===== src/rtl/fetch_queue_pkg.sv =====
// Shared types and constants for the instruction prefetch queue.
// Covers fetch state encodings, the queue entry layout and the bubble word.
package fetch_queue_pkg;

    localparam int INSTR_W = 32;
    localparam logic [31:0] PC_INC = 32'd4;
    localparam logic [INSTR_W-1:0] NOP_WORD = '0;

    typedef enum logic {
        FQ_FETCH = 1'b0,
        FQ_DROP  = 1'b1
    } fq_state_e;

    typedef struct packed {
        logic [31:0]        pc;
        logic [INSTR_W-1:0] instr;
    } fq_entry_t;

endpackage


===== src/rtl/fetch_fifo.sv =====
// DEPTH-entry {pc, instr} queue with push, pop, clear and occupancy count.
// The head entry is always presented on a combinational read port.
module fetch_fifo
    import fetch_queue_pkg::*;
#(
    parameter int DEPTH = 4
) (
    input  logic                      clk,
    input  logic                      reset,
    input  logic                      push,
    input  logic                      pop,
    input  logic                      clear,
    input  fq_entry_t                 wr_data,
    output fq_entry_t                 head,
    output logic [$clog2(DEPTH):0]    count
);

    localparam int PTR_W = $clog2(DEPTH);

    fq_entry_t        mem [DEPTH];
    logic [PTR_W-1:0] wr_ptr;
    logic [PTR_W-1:0] rd_ptr;

    // NOTE: sequential state is assigned with <= so every flop samples pre-edge values.
    always_ff @(posedge clk or posedge reset) begin
        if (reset) begin
            wr_ptr <= '0;
            rd_ptr <= '0;
            count  <= '0;
        end else if (clear) begin
            wr_ptr <= '0;
            rd_ptr <= '0;
            count  <= '0;
        end else begin
            if (push) wr_ptr <= wr_ptr + 1'b1;
            if (pop)  rd_ptr <= rd_ptr + 1'b1;
            case ({push, pop})
                2'b10:   count <= count + 1'b1;
                2'b01:   count <= count - 1'b1;
                default: count <= count;
            endcase
        end
    end

    // NOTE: storage is not reset; an empty queue is never read because the top gates its outputs.
    always_ff @(posedge clk) begin
        if (push) mem[wr_ptr] <= wr_data;
    end

    assign head = mem[rd_ptr];

endmodule


===== src/rtl/fetch_queue.sv =====
// Instruction prefetch unit: sequential fetch over a req/ack memory handshake,
// buffered in a small queue, with flush and redirect on a taken branch.
module fetch_queue
    import fetch_queue_pkg::*;
#(
    parameter int          DEPTH    = 4,
    parameter logic [31:0] RESET_PC = 32'h0
) (
    input  logic               clk,
    input  logic               reset,
    output logic               im_req,
    output logic [31:0]        im_addr,
    input  logic               im_ack,
    input  logic [INSTR_W-1:0] im_rdata,
    input  logic               pc_src,
    input  logic [31:0]        pc_addr,
    input  logic               stall,
    output logic               if_valid,
    output logic [INSTR_W-1:0] if_instr,
    output logic [31:0]        if_pc,
    output logic [31:0]        pc_p4
);

    localparam int CNT_W = $clog2(DEPTH) + 1;

    fq_state_e        state, state_d;
    logic [31:0]      fetch_pc, fetch_pc_d;
    logic [31:0]      im_addr_d;
    logic             im_req_d;
    logic [CNT_W-1:0] count, count_d;
    logic             push, pop;
    fq_entry_t        head;

    assign if_valid = (count != '0);
    assign pop      = if_valid && !stall && !pc_src;
    // Returned data is only kept when it belongs to the current fetch stream.
    assign push     = im_req && im_ack && (state == FQ_FETCH) && !pc_src;

    fetch_fifo #(.DEPTH(DEPTH)) u_fifo (
        .clk     (clk),
        .reset   (reset),
        .push    (push),
        .pop     (pop),
        .clear   (pc_src),
        .wr_data ('{pc: fetch_pc, instr: im_rdata}),
        .head    (head),
        .count   (count)
    );

    // NOTE: every always_comb output gets a default first so no path infers a latch.
    always_comb begin
        state_d    = state;
        fetch_pc_d = fetch_pc;
        count_d    = count;

        if (pc_src) begin
            fetch_pc_d = pc_addr;
            state_d    = (im_req && !im_ack) ? FQ_DROP : FQ_FETCH;
            count_d    = '0;
        end else begin
            if (state == FQ_DROP && im_ack) state_d = FQ_FETCH;
            if (push) fetch_pc_d = fetch_pc + PC_INC;
            if (push && !pop)      count_d = count + 1'b1;
            else if (pop && !push) count_d = count - 1'b1;
        end

        // A waiting request keeps its address; count cannot rise while waiting.
        im_req_d  = (state_d == FQ_DROP) || (count_d < CNT_W'(DEPTH));
        im_addr_d = (state_d == FQ_DROP) ? im_addr : fetch_pc_d;
    end

    always_ff @(posedge clk or posedge reset) begin
        if (reset) begin
            state    <= FQ_FETCH;
            fetch_pc <= RESET_PC;
            im_req   <= 1'b0;
            im_addr  <= RESET_PC;
        end else begin
            state    <= state_d;
            fetch_pc <= fetch_pc_d;
            im_req   <= im_req_d;
            im_addr  <= im_addr_d;
        end
    end

    assign if_pc    = if_valid ? head.pc : 32'h0;
    assign if_instr = if_valid ? head.instr : NOP_WORD;
    assign pc_p4    = if_valid ? head.pc + PC_INC : 32'h0;

endmodule

===== config.mk =====
export PLATFORM = sky130hd
export DESIGN_NAME = fetch_queue
export DESIGN_NICKNAME = d
export VERILOG_FILES = /design/src/rtl/fetch_queue_pkg.sv /design/src/rtl/fetch_fifo.sv /design/src/rtl/fetch_queue.sv
export SDC_FILE = /design/constraint.sdc
export NUM_CORES = 1
export LEC_CHECK = 0
export CAP_MARGIN = 20
export CELL_PAD_IN_SITES_DETAIL_PLACEMENT = 0
export CELL_PAD_IN_SITES_GLOBAL_PLACEMENT = 2
export CORE_ASPECT_RATIO = 0.7
export CORE_MARGIN = 8
export CORE_UTILIZATION = 36
export CTS_CLUSTER_SIZE = 20
export DETAILED_ROUTE_END_ITERATION = 8
export HOLD_SLACK_MARGIN = 0.03
export PLACE_DENSITY = 0.76
export SYNTH_ARGS = -nofsm -noshare
export SYNTH_HDL_FRONTEND = slang
export SYNTH_SLANG_ARGS = --single-unit

===== constraint.sdc =====
create_clock -name clk -period 3.14 [get_ports clk]
set_input_delay 0.471 -clock clk [delete_from_list [all_inputs] [get_ports clk]]
set_output_delay 0.471 -clock clk [all_outputs]
set_load 0.1 [all_outputs]

Yosys cells after proc, flatten, opt, wreduce, memory -nomap -nowiden
Memory sizes are Yosys's and may differ from the RTL's.
Index checks and enable logic that the tools add are counted.
{ "word_totals": {"regBits": 73, "latchBits": 0, "ram_bits": 256, "rom_bits": 0, "input_bits": 69, "out_inout_bits": 130, "elab_cells": 56, "mem_count": 1} }
{ "op_classes": {"add_sub_neg": 6, "mul": 0, "div_mod_pow": 0, "order_cmp": 1, "eq_ne": 2, "n_shift": 0, "mux": 19, "bitwise": 1, "n_reduce_logical": 19} }
{ "memory_table": {"columns": ["name", "depth", "word_bits", "read_ports", "rd_ports_with_merged_regs", "write_ports", "line_no", "text"], "rows": [
  ["u_fifo.mem", 4, 64, 1, 0, 1, "fetch_fifo.sv:20", "fq_entry_t mem [DEPTH];"]
]} }
{ "ops": {"columns": ["op", "count"], "rows": [
  ["32-bit two-way mux", 5],
  ["32-bit by 3-bit adder with 32-bit output (second input constant)", 2],
  ["3-bit two-way mux", 4],
  ["1-bit logical AND", 9],
  ["2-bit two-way mux", 4],
  ["3-bit one-hot mux with 2 select lines", 1],
  ["3-bit nonzero test", 2],
  ["1-bit logical NOT", 5],
  ["1-bit two-way mux", 5],
  ["2-bit by 1-bit adder with 2-bit output (second input constant)", 2],
  ["2-bit nonzero test", 2],
  ["3-bit by 1-bit adder with 3-bit output (second input constant)", 1],
  ["3-bit less-than comparator (second input constant)", 1],
  ["3-bit by 1-bit subtractor with 3-bit output (second input constant)", 1],
  ["2-bit by 1-bit equality test with 1-bit output (second input constant)", 1],
  ["2-bit equality test (second input constant)", 1],
  ["1-bit logical OR", 1],
  ["1-bit inverter", 1]
]} }

Depth between registers and ports, before layout
Gate-level depths: netlist of run 1.
{ "depth": {"depth_word": 10, "mapped_depth": 9, "depth_no_buf": 8} }

Modules after synthesis
Synthesis of run 1 repeated with hierarchy kept, for this count alone.
{ "unflattened": {"hier_cells": 858, "hier_area_um2": 13994.7} }
{ "by_module_without_submodules": {"columns": ["module", "instances", "cells_per_inst", "area_each_um2", "seq_area_each_um2"], "rows": [
  ["fetch_fifo", 1, 374, 9650.5, 7862.5],
  ["fetch_queue", 1, 484, 4344.2, 1651.6]
]} }

Worst setup path before layout of run 1
OpenSTA, ideal clock, no wires.
{ "synth_path": {"kind": "reg2out", "start": "reg u_fifo.rd_ptr[0]", "end": "out pc_p4[26]", "arrival_time_ps": 3161, "required_ps": 2669, "path_slack_ps": -492, "stages_incl_launch_ff": 10, "path_buffers": 2, "cell_sequence": "dfrtp_1 -> buf_6 -> mux4_1 -> ha_1 -> nand3_1 -> nor2_1 -> buf_2 -> nand3_1 -> xor2_1 -> nor2_1"} }
{ "synth_between": {"elab_chain_len": 3} }
{ "synth_lines": {"columns": ["item", "line_no", "text"], "rows": [
  ["start, declared", "fetch_fifo.sv:22", "logic [PTR_W-1:0] rd_ptr;"],
  ["start signal, assigned", "fetch_fifo.sv:36", "if (pop) rd_ptr <= rd_ptr + 1'b1;"],
  ["memory read 4 x 64 bit", null, null],
  ["32-bit by 3-bit adder with 32-bit output", "fetch_queue.sv:88", "assign pc_p4 = if_valid ? head.pc + PC_INC : 32'h0;"],
  ["32-bit two-way mux", "fetch_queue.sv:88", null],
  ["end, declared", "fetch_queue.sv:21", "output logic [31:0] pc_p4"]
]} }
Every way passes these cells.

Final worst setup path of run 1
{ "layout_path": {"start": "reg u_fifo.rd_ptr[0]", "end": "out pc_p4[20]"} }
The elaborated chain is that of the path after synthesis.

==> impl_metrics.prom, run 1 <==
# TYPE chip_impl_metric gauge
chip_impl_metric{name="vias",unit=""} 8155
chip_impl_metric{name="final.fill_count",unit=""} 3157
chip_impl_metric{name="report.final.setup_viol",unit=""} 24
chip_impl_metric{name="post_route_cells_drive_above_1_share",unit=""} 0.371
chip_impl_metric{name="synth-edff-count",unit=""} 256
chip_impl_info{name="clock_tree.root_cell",value="sky130_fd_sc_hd__clkbuf_16"} 1
chip_impl_metric{name="yosysWarningCount",unit=""} 0
chip_impl_metric{name="timing.critical_path.fanout_max",unit=""} 11
chip_impl_info{name="slowest_stage",value="sky130_fd_sc_hd__dfrtp_4"} 1
chip_impl_metric{name="gp_routability_congestion",unit=""} 0.756
chip_impl_info{name="grt_setup_unrepaired",value="true"} 1
chip_impl_metric{name="ys_types",unit=""} 45
chip_impl_metric{name="post-route-period-util",unit=""} 1.06
chip_impl_metric{name="synthToLayoutAreaGrowth",unit="%"} 39.8
chip_impl_metric{name="timing.critical_path.slowest_cell_delay",unit="ns"} 0.51
chip_impl_metric{name="core_outline_area",unit="sq um"} 38300
chip_impl_metric{name="tightest_slew",unit="ns"} 0.650
chip_impl_metric{name="peak_clock_frequency_supported_by_timing",unit="MHz"} 302
chip_impl_info{name="worstPathCellList",value="buf_12 -> buf_4 -> mux4_2 -> nand3_4 -> nor2_4 -> buf_12 -> nand4_1 -> xor2_2 -> nor2_4 -> buf_12"} 1
chip_impl_info{name="critical_path.top_delay_family",value="buffers and inverters"} 1
chip_impl_metric{name="synth.avg_cell_area",unit="sq um"} 16.2
chip_impl_metric{name="first_global_vias",unit=""} 8541
chip_impl_metric{name="post-place-cells",unit=""} 1552
chip_impl_metric{name="postSynth.asyncResetShare",unit=""} 0.222
chip_impl_metric{name="finalClockSkew",unit="ns"} 0.0150
chip_impl_metric{name="grt_max_degree",unit=""} 45
chip_impl_metric{name="area.sequential",unit="sq um"} 9520
chip_impl_metric{name="dieWidth",unit="um"} 251
chip_impl_info{name="critPathKind",value="flip-flop to output pin"} 1
chip_impl_info{name="worst_setup_path_end_kind",value="output pin"} 1
chip_impl_metric{name="clkSlewWorstSetupHoldPaths",unit="ns"} 0.06
chip_impl_metric{name="estimated_wirelength_of_the_detail_placed_design",unit="mm"} 24.3
chip_impl_info{name="start_kind",value="flip-flop"} 1
chip_impl_metric{name="max_slew_margin",unit=""} 0.566
chip_impl_metric{name="total_buffers_and_inverters_traversed_by_the_critical_path",unit=""} 4
chip_impl_metric{name="total_die_area",unit="sq um"} 45300
chip_impl_info{name="cts_tree",value="done"} 1
chip_impl_metric{name="drt-pass1-iter-count",unit=""} 4
chip_impl_info{name="result_of_the_run",value="finished with violations"} 1
chip_impl_metric{name="net_count_of_the_finished_layout",unit=""} 1199
chip_impl_metric{name="final-instance-count-excl-fill",unit=""} 1642
chip_impl_metric{name="postSynthRegisterBits",unit=""} 329
chip_impl_metric{name="timing.reg2reg.setup_slack",unit="ns"} 0.76
chip_impl_metric{name="number_of_antenna_violations_at_the_first_check_in_global_routing",unit=""} 1
chip_impl_metric{name="synthesis.nets",unit=""} 936
chip_impl_metric{name="syn_area",unit="sq um"} 13900
chip_impl_metric{name="multi_input_area",unit="sq um"} 4490
chip_impl_info{name="postSynth.topFlopCell",value="sky130_fd_sc_hd__edfxtp_1"} 1
chip_impl_info{name="holdCritPathClass",value="input port to async pin"} 1
chip_impl_metric{name="grt_first_pass_wirelength",unit="mm"} 54.3
chip_impl_metric{name="detailedRoute.firstIterationViolations",unit=""} 555
chip_impl_metric{name="cp.required",unit="ns"} 2.67
chip_impl_metric{name="cp.arrival",unit="ns"} 2.84
chip_impl_info{name="path_common_cell",value="sky130_fd_sc_hd__buf_12"} 1
chip_impl_metric{name="floorplan.rows",unit=""} 60
chip_impl_metric{name="starting_density_of_the_core",unit=""} 0.363
chip_impl_metric{name="fp.dieH",unit="um"} 180
chip_impl_metric{name="remaining_drc_errors",unit=""} 0
chip_impl_metric{name="report.final.slew_viol_count",unit=""} 0
chip_impl_metric{name="cts_buffer_depth",unit=""} 3
chip_impl_metric{name="clk-insertion-delay-late",unit="ns"} 0.52
chip_impl_metric{name="wire_per_inst",unit="um"} 21.5
chip_impl_metric{name="track_usage",unit=""} 0.154
chip_impl_metric{name="synth-seq-area-share",unit=""} 0.684
chip_impl_metric{name="number_of_hold_violations_in_the_final_report",unit=""} 0
chip_impl_info{name="violations",value="setup timing"} 1
chip_impl_metric{name="cts_num_sinks",unit=""} 329
chip_impl_metric{name="setup_slack",unit="ns"} -0.175
chip_impl_metric{name="tritoncts_buffers",unit=""} 36
chip_impl_metric{name="overflow",unit=""} 0
chip_impl_metric{name="max_cap_violations",unit=""} 0
chip_impl_metric{name="cell_count_after_synthesis",unit=""} 858
chip_impl_metric{name="finalWirelength",unit="mm"} 35.4
chip_impl_metric{name="period_needed",unit="ns"} 3.32
chip_impl_metric{name="cts_hold_repair.buffers",unit=""} 0
chip_impl_metric{name="port-buffer-count",unit=""} 198
chip_impl_metric{name="cts-htree-levels",unit=""} 2
chip_impl_metric{name="route.detailed.vias_per_inst",unit=""} 4.97
chip_impl_metric{name="detail-route-antenna-nets",unit=""} 0
chip_impl_metric{name="ioPinCount",unit=""} 199
[stage by stage]
stage               instance area [sq um]  hold slack [ns]  utilization  worst slack, ns  setup TNS, ns
floorplan                           14000            0.472            -          -0.0307        -0.0307
global placement                    17700            0.474        0.463          -0.0227        -0.0566
detailed placement                  17700            0.465        0.463          -0.0725         -0.366
CTS                                 19300            0.336        0.504           -0.209          -3.36
global route                        19400            0.378        0.508           -0.287          -5.19
finish                              19400            0.346        0.508           -0.175          -2.91
[final timing paths]
kind                                                    from                      endpoint  cells past startpoint
worst min register to register        im_addr[4]$_DFFE_PP0N_        im_addr[4]$_DFFE_PP0N_                      2
worst max register to register         fetch_pc[5]$_DFF_PP0_       im_addr[30]$_DFFE_PP0N_                      6
max in group asynchronous                              reset  u_fifo.rd_ptr[0]$_DFFE_PP0P_                      3
worst min-delay path                                   reset       im_addr[20]$_DFFE_PP0N_                      2
min in group clk                      im_addr[4]$_DFFE_PP0N_        im_addr[4]$_DFFE_PP0N_                      2
worst max-delay path            u_fifo.rd_ptr[0]$_DFFE_PP0P_                     pc_p4[20]                     10
[timing repair]
item                       in CTS  in global routing
setup endpoints to repair      61                 24
resized for setup              43                 20
pin swaps                      16                 18
gates cloned                    1                  0
buffers inserted               18                  9
[logic make-up (layout without fill, tap and decap cells)]
logic type,Yosys count,count (layout),synth area share
compound gates,40,40,0.0148
xor+xnor,62,62,0.0390
fa+ha+maj,10,10,0.00881
buf+inv,53,339,0.0188
flops,329,329,0.684
mux,98,98,0.133
other cells,0,1,0
simple gates,266,267,0.102
[cell usage after synthesis (all sizes together), types with 2 or more instances]
cell / number / area [sq um]
edfxtp: 256 / 7690
o21ai: 23 / 115
and2: 71 / 444
nor2b: 2 / 20.0
nor2: 52 / 195
and3: 14 / 87.6
nand4: 15 / 106
and4: 6 / 55.1
xnor2: 27 / 236
clkbuf: 24 / 90.1
nand2: 59 / 221
mux4: 64 / 1470
nor4: 4 / 31.3
or2: 2 / 12.5
nor3: 10 / 50.1
inv: 8 / 30.0
mux2i: 2 / 20.0
xor2: 35 / 307
nand3: 24 / 130
dfrtp: 73 / 1830
buf: 20 / 138
ha: 9 / 113
a21oi: 14 / 70.1
mux2: 32 / 360
and3b: 2 / 17.5
a211oi: 2 / 15.0
[sequential cells by signal, summed over array words and instances (netlist names)]
name           flops
u_fifo.wr_ptr      2
u_fifo.mem       256
im_req             1
u_fifo.count       3
im_addr           32
u_fifo.rd_ptr      2
fetch_pc          32
state              1
[final cells by class]
| class | count | share of cell area |
|---|---|---|
| antenna | 1 | 0.000129 |
| clock buffer | 45 | 0.0518 |
| clock inverter | 17 | 0.00933 |
| inverter | 9 | 0.00180 |
| multi-input combinational | 477 | 0.231 |
| sequential | 329 | 0.490 |
| tap | 496 | 0.0319 |
| timing repair buffer | 268 | 0.185 |
[per-layer routing]
metal | global-route usage | routed length (um)
met4 | 0.0300 | 467
met2 | 0.230 | 15600
met5 | 0 | 0
met1 | 0.229 | 17400
met3 | 0.0369 | 1920
[cells in the final DEF (no fill, tap or decap), types with 5 or more instances in the layout]
cell,count
sky130_fd_sc_hd__edfxtp_1,256
sky130_fd_sc_hd__buf_12,110
sky130_fd_sc_hd__buf_4,82
sky130_fd_sc_hd__dfrtp_1,71
sky130_fd_sc_hd__clkdlybuf4s50_1,68
sky130_fd_sc_hd__and2_1,67
sky130_fd_sc_hd__mux4_2,60
sky130_fd_sc_hd__nand2_1,55
sky130_fd_sc_hd__clkbuf_16,38
sky130_fd_sc_hd__mux2_2,32
sky130_fd_sc_hd__xor2_1,26
sky130_fd_sc_hd__xnor2_1,25
sky130_fd_sc_hd__nor2_1,25
sky130_fd_sc_hd__o21ai_0,23
sky130_fd_sc_hd__nor2_2,16
sky130_fd_sc_hd__nand3_1,15
sky130_fd_sc_hd__nand4_1,13
sky130_fd_sc_hd__a21oi_1,13
sky130_fd_sc_hd__nor2_4,11
sky130_fd_sc_hd__and3_1,10
sky130_fd_sc_hd__nor3_1,9
sky130_fd_sc_hd__xor2_2,9
sky130_fd_sc_hd__ha_1,8
sky130_fd_sc_hd__buf_6,8
sky130_fd_sc_hd__inv_1,6
sky130_fd_sc_hd__clkinv_2,6
sky130_fd_sc_hd__nand3_4,5
Power of run 1 is not shown: default switching activity piles up to over one toggle a cycle in this logic, so the estimate is an artifact.
==> run 2: changes to the inputs <==
--- a/config.mk
+++ b/config.mk
@@ -10,11 +10,13 @@
 export CELL_PAD_IN_SITES_GLOBAL_PLACEMENT = 2
 export CORE_ASPECT_RATIO = 0.7
 export CORE_MARGIN = 8
-export CORE_UTILIZATION = 36
+export CORE_UTILIZATION = 41
 export CTS_CLUSTER_SIZE = 20
 export DETAILED_ROUTE_END_ITERATION = 8
+export DONT_BUFFER_PORTS = 1
 export HOLD_SLACK_MARGIN = 0.03
-export PLACE_DENSITY = 0.76
+export PLACE_DENSITY = 0.74
 export SYNTH_ARGS = -nofsm -noshare
 export SYNTH_HDL_FRONTEND = slang
 export SYNTH_SLANG_ARGS = --single-unit
+export TNS_END_PERCENT = 1
==> impl_metrics.prom, run 2 (synthesis results as in run 1) <==
# TYPE chip_impl_metric gauge
chip_impl_metric{name="final-instance-count-excl-fill",unit=""} 1496
chip_impl_metric{name="wire_per_inst",unit="um"} 22.5
chip_impl_metric{name="finalWirelength",unit="mm"} 33.7
chip_impl_metric{name="timing.critical_path.slowest_cell_delay",unit="ns"} 0.53
chip_impl_metric{name="gp_routability_congestion",unit=""} 0.758
chip_impl_info{name="clock_tree.root_cell",value="sky130_fd_sc_hd__clkbuf_16"} 1
chip_impl_metric{name="clk-insertion-delay-late",unit="ns"} 0.53
chip_impl_metric{name="timing.critical_path.fanout_max",unit=""} 8
chip_impl_info{name="path_common_cell",value="sky130_fd_sc_hd__buf_12"} 1
chip_impl_metric{name="placement.setup.worst_slack",unit="ns"} 0.0218
chip_impl_metric{name="tightest_slew",unit="ns"} 0.968
chip_impl_metric{name="r2r.worst_path.cells",unit=""} 6
chip_impl_metric{name="remaining_drc_errors",unit=""} 0
chip_impl_metric{name="port-buffer-count",unit=""} 0
chip_impl_metric{name="number_of_hold_violations_in_the_final_report",unit=""} 0
chip_impl_metric{name="detailedRoute.firstIterationViolations",unit=""} 595
chip_impl_metric{name="cts_buffer_depth",unit=""} 3
chip_impl_info{name="mostFrequentLayoutCells",value="sky130_fd_sc_hd__edfxtp_1, sky130_fd_sc_hd__buf_4, sky130_fd_sc_hd__dfrtp_1"} 1
chip_impl_metric{name="cts_num_sinks",unit=""} 329
chip_impl_info{name="violations",value="setup timing"} 1
chip_impl_metric{name="worstHoldPathCells",unit=""} 1
chip_impl_metric{name="grt_max_degree",unit=""} 67
chip_impl_metric{name="peak_clock_frequency_supported_by_timing",unit="MHz"} 300
chip_impl_metric{name="detail-route-antenna-nets",unit=""} 0
chip_impl_metric{name="route.detailed.vias_per_inst",unit=""} 5.19
chip_impl_metric{name="starting_density_of_the_core",unit=""} 0.415
chip_impl_metric{name="ioPinCount",unit=""} 199
chip_impl_metric{name="clkSlewWorstSetupHoldPaths",unit="ns"} 0.06
chip_impl_metric{name="report.final.setup_viol",unit=""} 25
chip_impl_metric{name="cp.required",unit="ns"} 2.67
chip_impl_metric{name="finalClockSkew",unit="ns"} 0.0199
chip_impl_metric{name="net_count_of_the_finished_layout",unit=""} 1113
chip_impl_metric{name="timing.reg2reg.setup_slack",unit="ns"} 0.64
chip_impl_metric{name="fin_setup_tns",unit="ns"} -2.96
chip_impl_metric{name="estimated_wirelength_of_the_detail_placed_design",unit="mm"} 22.4
chip_impl_metric{name="grt_first_pass_wirelength",unit="mm"} 51.3
chip_impl_metric{name="overflow",unit=""} 0
chip_impl_metric{name="core_outline_area",unit="sq um"} 33500
chip_impl_info{name="worst_setup_path_end_kind",value="output pin"} 1
chip_impl_info{name="largest-register",value="u_fifo.mem"} 1
chip_impl_metric{name="cts-htree-levels",unit=""} 2
chip_impl_metric{name="period_needed",unit="ns"} 3.34
chip_impl_info{name="start_kind",value="flip-flop"} 1
chip_impl_info{name="worst_hold_startpoint",value="pc_src"} 1
chip_impl_metric{name="post_route_cells_drive_above_1_share",unit=""} 0.333
chip_impl_metric{name="report.final.slew_viol_count",unit=""} 0
chip_impl_metric{name="largest_register_ff_count",unit=""} 256
chip_impl_metric{name="fp.dieH",unit="um"} 170
chip_impl_info{name="cts_tree",value="done"} 1
chip_impl_metric{name="total_buffers_and_inverters_traversed_by_the_critical_path",unit=""} 3
chip_impl_metric{name="tritoncts_buffers",unit=""} 34
chip_impl_metric{name="number_of_antenna_violations_at_the_first_check_in_global_routing",unit=""} 4
chip_impl_metric{name="max_slew_margin",unit=""} 0.355
chip_impl_info{name="grt_setup_unrepaired",value="true"} 1
chip_impl_info{name="worstPathCellList",value="buf_12 -> mux4_2 -> buf_6 -> and4_4 -> nor2b_4 -> and4_1 -> xnor2_1 -> nor2_2 -> buf_12"} 1
chip_impl_metric{name="vias",unit=""} 7771
chip_impl_metric{name="max_cap_violations",unit=""} 0
chip_impl_metric{name="cp.arrival",unit="ns"} 2.86
chip_impl_info{name="rr_startpoint",value="fetch_pc[4]$_DFF_PP0_"} 1
chip_impl_info{name="slowest_stage",value="sky130_fd_sc_hd__dfrtp_4"} 1
chip_impl_metric{name="dieWidth",unit="um"} 236
chip_impl_metric{name="logic_depth_of_the_worst_path_buffers_included",unit=""} 9
chip_impl_metric{name="post-route-period-util",unit=""} 1.06
chip_impl_metric{name="finalInstanceArea",unit="sq um"} 17500
chip_impl_metric{name="drt-pass1-iter-count",unit=""} 5
chip_impl_metric{name="floorplan.rows",unit=""} 56
chip_impl_metric{name="track_usage",unit=""} 0.165
chip_impl_metric{name="post-place-cells",unit=""} 1387
chip_impl_info{name="layout_top_registers",value="u_fifo.mem (256), fetch_pc (32), im_addr (32)"} 1
chip_impl_info{name="most_common_cell_after_layout_fill_and_taps_aside",value="sky130_fd_sc_hd__edfxtp_1"} 1
chip_impl_info{name="result_of_the_run",value="finished with violations"} 1
chip_impl_metric{name="total_die_area",unit="sq um"} 40200
chip_impl_info{name="critical_path.startpoint",value="u_fifo.rd_ptr[0]$_DFFE_PP0P_"} 1
chip_impl_metric{name="setup_slack",unit="ns"} -0.195
chip_impl_info{name="holdCritPathClass",value="input port to flip-flop"} 1
chip_impl_metric{name="synthToLayoutAreaGrowth",unit="%"} 25.9
chip_impl_metric{name="placedInstanceArea",unit="sq um"} 15800
chip_impl_metric{name="first_global_vias",unit=""} 8039
chip_impl_info{name="critPathKind",value="flip-flop to output pin"} 1
chip_impl_info{name="critical_path.top_delay_family",value="simple AND/OR/NAND/NOR gates"} 1
-- run 2: metrics by stage --
step / utilization / hold slack [ns]
finish: 0.523 / 0.0834
global route: 0.523 / 0.0711
CTS: 0.521 / 0.0500
detailed placement: 0.472 / 0.480
global placement: 0.472 / 0.500
floorplan: - / 0.472
-- run 2: what timing repair did --
item	in CTS	in global routing
hold endpoints to repair	167	0
gates cloned	2	2
gates resized for setup	31	3
setup buffers	6	3
hold buffers	34	0
pin swaps	6	2
endpoints found under the setup margin	25	27
-- run 2: path summary, 6_finish.rpt --
| kind | to |
|---|---|
| max in group asynchronous | fetch_pc[2]$_DFF_PP0_ |
| hold reg to reg | u_fifo.mem[1][33]$_DFFE_PP_ |
| hold / removal | fetch_pc[14]$_DFF_PP0_ |
| min in group asynchronous | fetch_pc[25]$_DFF_PP0_ |
| setup reg to reg | im_addr[13]$_DFFE_PP0N_ |
| setup / recovery | pc_p4[13] |
-- run 2: area by class of cell --
cell class	count	area, sq um
antenna	2	5.00
clock buffer	44	940
clock inverter	16	200
fill	2773	16000
inverter	9	35.0
multi-input combinational	478	4290
sequential	329	9520
tap	435	544
timing repair buffer	183	1990
-- run 2: per-layer routing --
layer | up-vias | GRT usage | wire length [um]
met5 | - | 0 | 28
met4 | 4 | 0.0391 | 461
met3 | 36 | 0.0522 | 2630
met2 | 220 | 0.237 | 14400
met1 | 3927 | 0.243 | 16200
li1 | 3584 | - | -
-- run 2: worst reg2reg max path, cell delays in order, from the launching register on --
cell,delay [ns]
sky130_fd_sc_hd__dfrtp_1,0.65
sky130_fd_sc_hd__nand4b_1,0.23
sky130_fd_sc_hd__nor4_1,0.63
sky130_fd_sc_hd__nand3_1,0.17
sky130_fd_sc_hd__xnor2_1,0.15
sky130_fd_sc_hd__mux2_2,0.30
sky130_fd_sc_hd__mux2_2,0.26
Power of run 2 is left out for the same reason.
